--- src/rtl/reg_cmd_bridge_pkg.sv ---
// rtl/reg_cmd_bridge_pkg.sv - command opcodes, FSM states and RMW merge helper for reg_cmd_bridge
package reg_cmd_bridge_pkg;

  localparam int MERGE_W = 64;

  typedef enum logic [1:0] {
    OP_READ  = 2'b00,
    OP_WRITE = 2'b01,
    OP_SET   = 2'b10,
    OP_CLR   = 2'b11
  } op_e;

  typedef enum logic [2:0] {
    IDLE,
    RD_ISSUE,
    RD_CAPTURE,
    WR,
    RESP
  } state_e;

  // Callers zero-extend to MERGE_W and truncate the result back to their data width.
  function automatic logic [MERGE_W-1:0] rmw_merge(input op_e op,
                                                   input logic [MERGE_W-1:0] rd,
                                                   input logic [MERGE_W-1:0] mask);
    case (op)
      OP_SET:  rmw_merge = rd | mask;
      OP_CLR:  rmw_merge = rd & ~mask;
      default: rmw_merge = rd;
    endcase
  endfunction

endpackage

--- src/rtl/reg_cmd_bridge.sv ---
// rtl/reg_cmd_bridge.sv - stream command front-end driving register_block read/write ports
// SET/CLR read-modify-write is enabled by defining REG_CMD_BRIDGE_RMW_EN.
module reg_cmd_bridge
  import reg_cmd_bridge_pkg::*;
#(
  parameter  int WIDTH = 16,
  parameter  int DEPTH = 16,
  localparam int AW    = (DEPTH > 1) ? $clog2(DEPTH) : 1
) (
  input  logic             clk,
  input  logic             reset,
  input  logic             cmd_valid,
  output logic             cmd_ready,
  input  logic [1:0]       cmd_op,
  input  logic [AW-1:0]    cmd_addr,
  input  logic [WIDTH-1:0] cmd_data,
  output logic             rsp_valid,
  input  logic             rsp_ready,
  output logic [WIDTH-1:0] rsp_data,
  output logic             rsp_err,
  output logic             w_en,
  output logic [AW-1:0]    w_addr,
  output logic [WIDTH-1:0] w_value,
  output logic             r_en,
  output logic [AW-1:0]    r_addr,
  input  logic [WIDTH-1:0] r_value
);

  localparam logic [AW:0] DEPTH_W = (AW + 1)'(DEPTH);

  state_e state;
  op_e    op_q;
  logic   addr_bad;
  logic   op_bad;

  assign addr_bad = {1'b0, cmd_addr} >= DEPTH_W;

`ifdef REG_CMD_BRIDGE_RMW_EN
  logic [WIDTH-1:0] data_q;
  assign op_bad = 1'b0;
`else
  assign op_bad = cmd_op[1];
`endif

  always_ff @(posedge clk) begin
    if (reset) begin
      state     <= IDLE;
      op_q      <= OP_READ;
      cmd_ready <= 1'b0;
      rsp_valid <= 1'b0;
      rsp_data  <= '0;
      rsp_err   <= 1'b0;
      w_en      <= 1'b0;
      w_addr    <= '0;
      w_value   <= '0;
      r_en      <= 1'b0;
      r_addr    <= '0;
`ifdef REG_CMD_BRIDGE_RMW_EN
      data_q    <= '0;
`endif
    end else begin
      r_en <= 1'b0;
      w_en <= 1'b0;
      case (state)
        IDLE: begin
          if (cmd_valid && cmd_ready) begin
            cmd_ready <= 1'b0;
            op_q      <= op_e'(cmd_op);
`ifdef REG_CMD_BRIDGE_RMW_EN
            data_q    <= cmd_data;
`endif
            if (addr_bad || op_bad) begin
              state     <= RESP;
              rsp_valid <= 1'b1;
              rsp_err   <= 1'b1;
              rsp_data  <= '0;
            end else if (op_e'(cmd_op) == OP_WRITE) begin
              state   <= WR;
              w_en    <= 1'b1;
              w_addr  <= cmd_addr;
              w_value <= cmd_data;
            end else begin
              state  <= RD_ISSUE;
              r_en   <= 1'b1;
              r_addr <= cmd_addr;
            end
          end else begin
            cmd_ready <= 1'b1;
          end
        end
        RD_ISSUE: state <= RD_CAPTURE;
        RD_CAPTURE: begin
`ifdef REG_CMD_BRIDGE_RMW_EN
          if (op_q == OP_READ) begin
            state     <= RESP;
            rsp_valid <= 1'b1;
            rsp_err   <= 1'b0;
            rsp_data  <= r_value;
          end else begin
            // r_addr still holds the command address, so it doubles as the write target.
            state   <= WR;
            w_en    <= 1'b1;
            w_addr  <= r_addr;
            w_value <= WIDTH'(rmw_merge(op_q, MERGE_W'(r_value), MERGE_W'(data_q)));
          end
`else
          state     <= RESP;
          rsp_valid <= 1'b1;
          rsp_err   <= 1'b0;
          rsp_data  <= r_value;
`endif
        end
        WR: begin
          state     <= RESP;
          rsp_valid <= 1'b1;
          rsp_err   <= 1'b0;
          rsp_data  <= (op_q == OP_WRITE) ? '0 : w_value;
        end
        RESP: begin
          if (rsp_ready) begin
            state     <= IDLE;
            rsp_valid <= 1'b0;
            rsp_data  <= '0;
            rsp_err   <= 1'b0;
            cmd_ready <= 1'b1;
          end
        end
        default: state <= IDLE;
      endcase
    end
  end

endmodule

--- config.mk ---
export PLATFORM = sky130hd
export DESIGN_NAME = reg_cmd_bridge
export DESIGN_NICKNAME = d
export VERILOG_FILES = /design/src/rtl/reg_cmd_bridge_pkg.sv /design/src/rtl/reg_cmd_bridge.sv
export SDC_FILE = /design/constraint.sdc
export NUM_CORES = 1
export LEC_CHECK = 0
export CORE_MARGIN = 1.5
export CORE_UTILIZATION = 38
export DETAILED_ROUTE_END_ITERATION = 16
export DONT_BUFFER_PORTS = 1
export PLACE_DENSITY = 0.63
export SYNTH_ARGS = -nofsm -noshare
export SYNTH_HDL_FRONTEND = slang
export SYNTH_SLANG_ARGS = --single-unit
--- constraint.sdc ---
create_clock -name clk -period 2.12 [get_ports clk]
set_input_delay 0.318 -clock clk [delete_from_list [all_inputs] [get_ports clk]]
set_output_delay 0.318 -clock clk [all_outputs]
set_load 0.05 [all_outputs]
After elaboration in Yosys (flattened, before gate mapping). Cells that the tools add are included. W data, S select, Z words.

Register bits: 50. Output and inout bits: 45. Logic and storage cells: 58.

Equality and inequality tests: 9. Mux-type cells: 20. Bitwise gates (word level): 4. Reduce and logical (&&, ||, !) cells: 14.

Operator list (count): $mux W16 (4); $pmux W16 S4 (1); $reduce_and A4 Y1 (4); $pmux W3 S4 (1); $mux W3 (3); $mux W1 (7); $eq A3 B2 Y1 const B (2); $ne A2 B2 Y1 const B (3); $pmux W1 S3 (2); $reduce_and A2 Y1 (3); $eq A2 B1 Y1 const B (2); $not A1 Y1 (4); $reduce_bool A4 Y1 (1); $reduce_or A4 Y1 (1); $eq A3 B1 Y1 const B (1); $eq A3 B3 Y1 const B (1); $logic_not A3 Y1 (1); $reduce_bool A3 Y1 (1); $mux W2 (1); $pmux W1 S2 (1); $reduce_bool A2 Y1 (1); $reduce_or A2 Y1 (1); $logic_and A1 B1 Y1 (1).

Depth between registers and ports, before layout.
Word-level depth: 5. Depth in mapped cells: 6. Mapped depth without buffers: 4.

Least setup slack after synthesis. No wires, ideal clock.

Path kind: reg-to-reg. Start: register cmd_ready. End: register rsp_data[0]. Library setup time: 71 ps. Data arrival time: 1654 ps. Setup slack: 395 ps. Cell stages (with the launch flop): 6. Buffers on the path: 1. Period minus slack after synthesis: 1725 ps. Cells stage by stage: dfxtp_1 > and3b_4 > a2111oi_4 > buf_6 > o21ai_1 > a21oi_1.

Word-level cells in the longest chain between the ends: 3.

RTL lines: start, declared (RTL line reg_cmd_bridge.sv:13) `output logic cmd_ready,`; start signal, assigned (RTL line reg_cmd_bridge.sv:49) `cmd_ready <= 1'b0;`; start signal, assigned (RTL line reg_cmd_bridge.sv:67) `cmd_ready <= 1'b0;`; start signal, assigned (RTL line reg_cmd_bridge.sv:88) `cmd_ready <= 1'b1;`; $logic_and A1 B1 Y1 (RTL line reg_cmd_bridge.sv:66) `if (cmd_valid && cmd_ready) begin`; $ne A2 B2 Y1 (no source line); $reduce_and A4 Y1 (no source line); end signal, assigned (RTL line reg_cmd_bridge.sv:110) `rsp_data <= r_value;`; end signal, assigned (RTL line reg_cmd_bridge.sv:117) `rsp_data <= (op_q == OP_WRITE) ? '0 : w_value;`; end, declared (RTL line reg_cmd_bridge.sv:19) `output logic [WIDTH-1:0] rsp_data,`.

Every way passes these cells. A chain may end at the register's enable or synchronous reset.

Worst setup path after layout.
Start: register state[1]. End: register rsp_data[15].

Word-level cells in the longest chain between the ends: 3.

RTL lines: start, declared (RTL line reg_cmd_bridge.sv:31) `state_e state;`; start signal, assigned (RTL line reg_cmd_bridge.sv:47) `state <= IDLE;`; start signal, assigned (RTL line reg_cmd_bridge.sv:73) `state <= RESP;`; start signal, assigned (RTL line reg_cmd_bridge.sv:78) `state <= WR;`; $eq A3 B3 Y1, or another cell as far along (RTL line reg_cmd_bridge.sv:64) `case (state)`; $reduce_bool A4 Y1 (no source line) / $ne A2 B2 Y1 (equally long branches); $reduce_and A4 Y1 (no source line).

Several ways; a longest one is shown, not always the timed one.

==> flow_summary_export.csv <==
group,metric,value,unit
clocking,cts_setup_buffers,0,
placed_design,hpwlAfterDp,3.300,mm
critical_path,crit_path_end_kind,"flip-flop",
critical_path,crit_type,"reg2reg",
die,die_w,73.77,µm
timing,timing.final.max_slew_violations,0,
drt,routed-via-count,1529,
critical_path,critPathLaunchType,"flip-flop",
synth,synth-seq-cells,50,
layout,syn_to_final_growth,8.219,%
global_routing,grtUsageTotal,0.1779,
synth,synth_area,1903,µm²
die,num_io_pins,87,
synth,synth_ff_type,"dfxtp_1",
drt,wl,4.628,mm
layout,drive_gt1_frac,0.06881,
timing,setup_tns,0,ps
clocking,clock_latency,300,ps
clocking,cts_root_buffer,"clkbuf_8",
die,fp.dieH,73.77,µm
clocking,clockBufferDepth,2,
timing,hold_viol_final,0,
power,powerDensity,886.7,nW/µm²
die,start_util,0.3976,
global_routing,gr-total-overflow,0,
synth,yosysMostFrequentCell,"dfxtp_1",
run_status,status,"complete, no violations",
clocking,cts.clk_slew.worst_paths,90,ps
critical_path,required,2360,ps
drt,drt_iter0_drc,57,
die,core-area,4786,µm²
timing,fmax,601.7,MHz
die,die_area,5441,µm²
power,p_leak,0.6795,nW
global_routing,antenna_found_initial,0,
layout,fin_util,0.4303,
timing,final.setup_skew,3.268,ps
placed_design,io_buffers,0,
timing,slew_headroom,0.6032,
synth,synth.area.top_cells,"dfxtp_1 (53%), a21oi_1 (11%), nand2_1 (8.9%)",
layout,antenna_cells,0,
drt,dr.pass1.iters,4,
synth,synth.largest_area_cell,"dfxtp_1",
clocking,cts_tree,"done",
synth,synth_edf_count,0,
global_routing,grt_pass1_vias,1518,
synth,yosysWarnings,0,
clocking,cts_made_buffers,5,
drt,post_drt_wl_per_cell,16.24,µm
clocking,post_cts.resized_instances,0,
synth,synth_common_cells,"dfxtp_1 (50), nand2_1 (45), a21oi_1 (43)",
synth,syn_nets,263,
clocking,htree_levels,2,
die,rows,25,
synth,yosysSeqAreaShare,0.5260,
synth,avgSynthCellArea,8.611,µm²
timing,rsz0062_at_grt,"no",
timing,tightest_slew,595.2,ps
global_routing,grt_pass1_wl,7.362,mm
global_routing,grt_max_degree,51,
timing,fin_crit_sh,0.7840,
drt,ant_nets,0,
placed_design,gp_congestion,0.7433,
critical_path,crit_fanout,16,
clocking,postCtsHoldBufs,0,
drt,drc,0,
critical_path,crit_arrival,1900,ps
synth,synthArstFlopShare,0,
timing,finalSetupViolations,0,
run,drv_cap,0,
drt,viasPerCell,5.365,
clocking,clock-sinks,50,
min_path,hold_class,"in2reg",
timing,period_needed,1662,ps
power,peakVddDrop,0.0003993,V
synth,synth_cells,221,
synth,synth_cell_types,29,
synth,synth_top_area_frac,0.5260,
layout,final_nets,259,
report_power, final:
part / internal (W) / total, W / switching, W
logic: 0.0000449 / 0.000118 / 0.0000731
clock network: 0.000353 / 0.000659 / 0.000305
registers: 0.000964 / 0.00105 / 0.0000859
total: 0.00136 / 0.00183 / 0.000464
layer usage:
layer  vias up  global-route usage  share of wire
met4         0             0.06996          0.026
met5         -                   0              0
met1       711              0.2223           0.44
met2        48              0.2683           0.45
li1        761                   -              -
met3         9             0.07819          0.085
flip-flops by register name, summed over array words and instances (netlist names):
signal / flops
rsp_err: 1
rsp_valid: 1
w_addr: 4
w_en: 1
cmd_ready: 1
state: 3
rsp_data: 16
r_en: 1
w_value: 16
r_addr: 4
op_q: 2
critical path, cell delays in order (launching register included):
cell,delay (ps)
dfxtp_1,460
nor2b_1,250
and3_1,580
a22oi_1,160
a21oi_1,160
area by class of cell:
cell class	instances	area, µm²
Clock buffer	7	76.32
Fill cell	497	2726
Timing Repair Buffer	5	37.54
Clock inverter	1	30.03
Tap cell	67	83.83
Multi-Input combinational cell	155	830.8
Sequential cell	50	1001
stage by stage:
step	setup slack, ps	power [W]	instance area [µm²]	instances	hold slack [ps]
global route	259.3	0.001901	2059	285	56.60
detailed placement	475.3	0.001191	1953	277	392.1
finish	458.0	0.001826	2059	285	75.02
CTS	451.4	0.001842	2059	285	65.45
global placement	478.9	0.001188	1953	277	390.2
floorplan	395.1	0.001173	1903	221	396.1
cells by family after synthesis:
| kind of cell | count (synthesis) | share of synthesized area |
|---|---|---|
| AOI/OAI and AO/OA | 80 | 0.2466 |
| buffers and inverters | 16 | 0.03747 |
| DFF | 50 | 0.5260 |
| muxes | 4 | 0.02104 |
| and+or+nand+nor | 71 | 0.1690 |
layout by cell type (no fill, tap or decap), drive strengths merged:
master | Yosys | final
a21oi | 43 | 43
nor2b | 3 | 3
o21bai | 1 | 1
nand3 | 2 | 2
nand2b | 1 | 1
a2111oi | 1 | 1
dfxtp | 50 | 50
and4b | 1 | 1
or2 | 1 | 1
buf | 3 | 5
nor2 | 7 | 7
a22oi | 16 | 16
clkbuf | 13 | 7
o21ai | 19 | 19
or3 | 1 | 1
and3b | 1 | 1
or2b | 1 | 1
bufinv | 0 | 1
and3 | 2 | 2
mux2i | 4 | 4
nand2 | 45 | 45
nor3 | 3 | 3
and2 | 1 | 1
nor3b | 1 | 1
nor4 | 1 | 1
final timing paths:
kind	startpoint	to	slack, ps	cells after the start
worst max-delay path	state[1]	rsp_data[15]	460	4
worst min register to register	op_q[1]	op_q[1]	460	2
worst min-delay path	reset	rsp_data[7]	80	1
worst max register to register	state[1]	rsp_data[15]	460	4
Power figures use the tool's default switching activity.
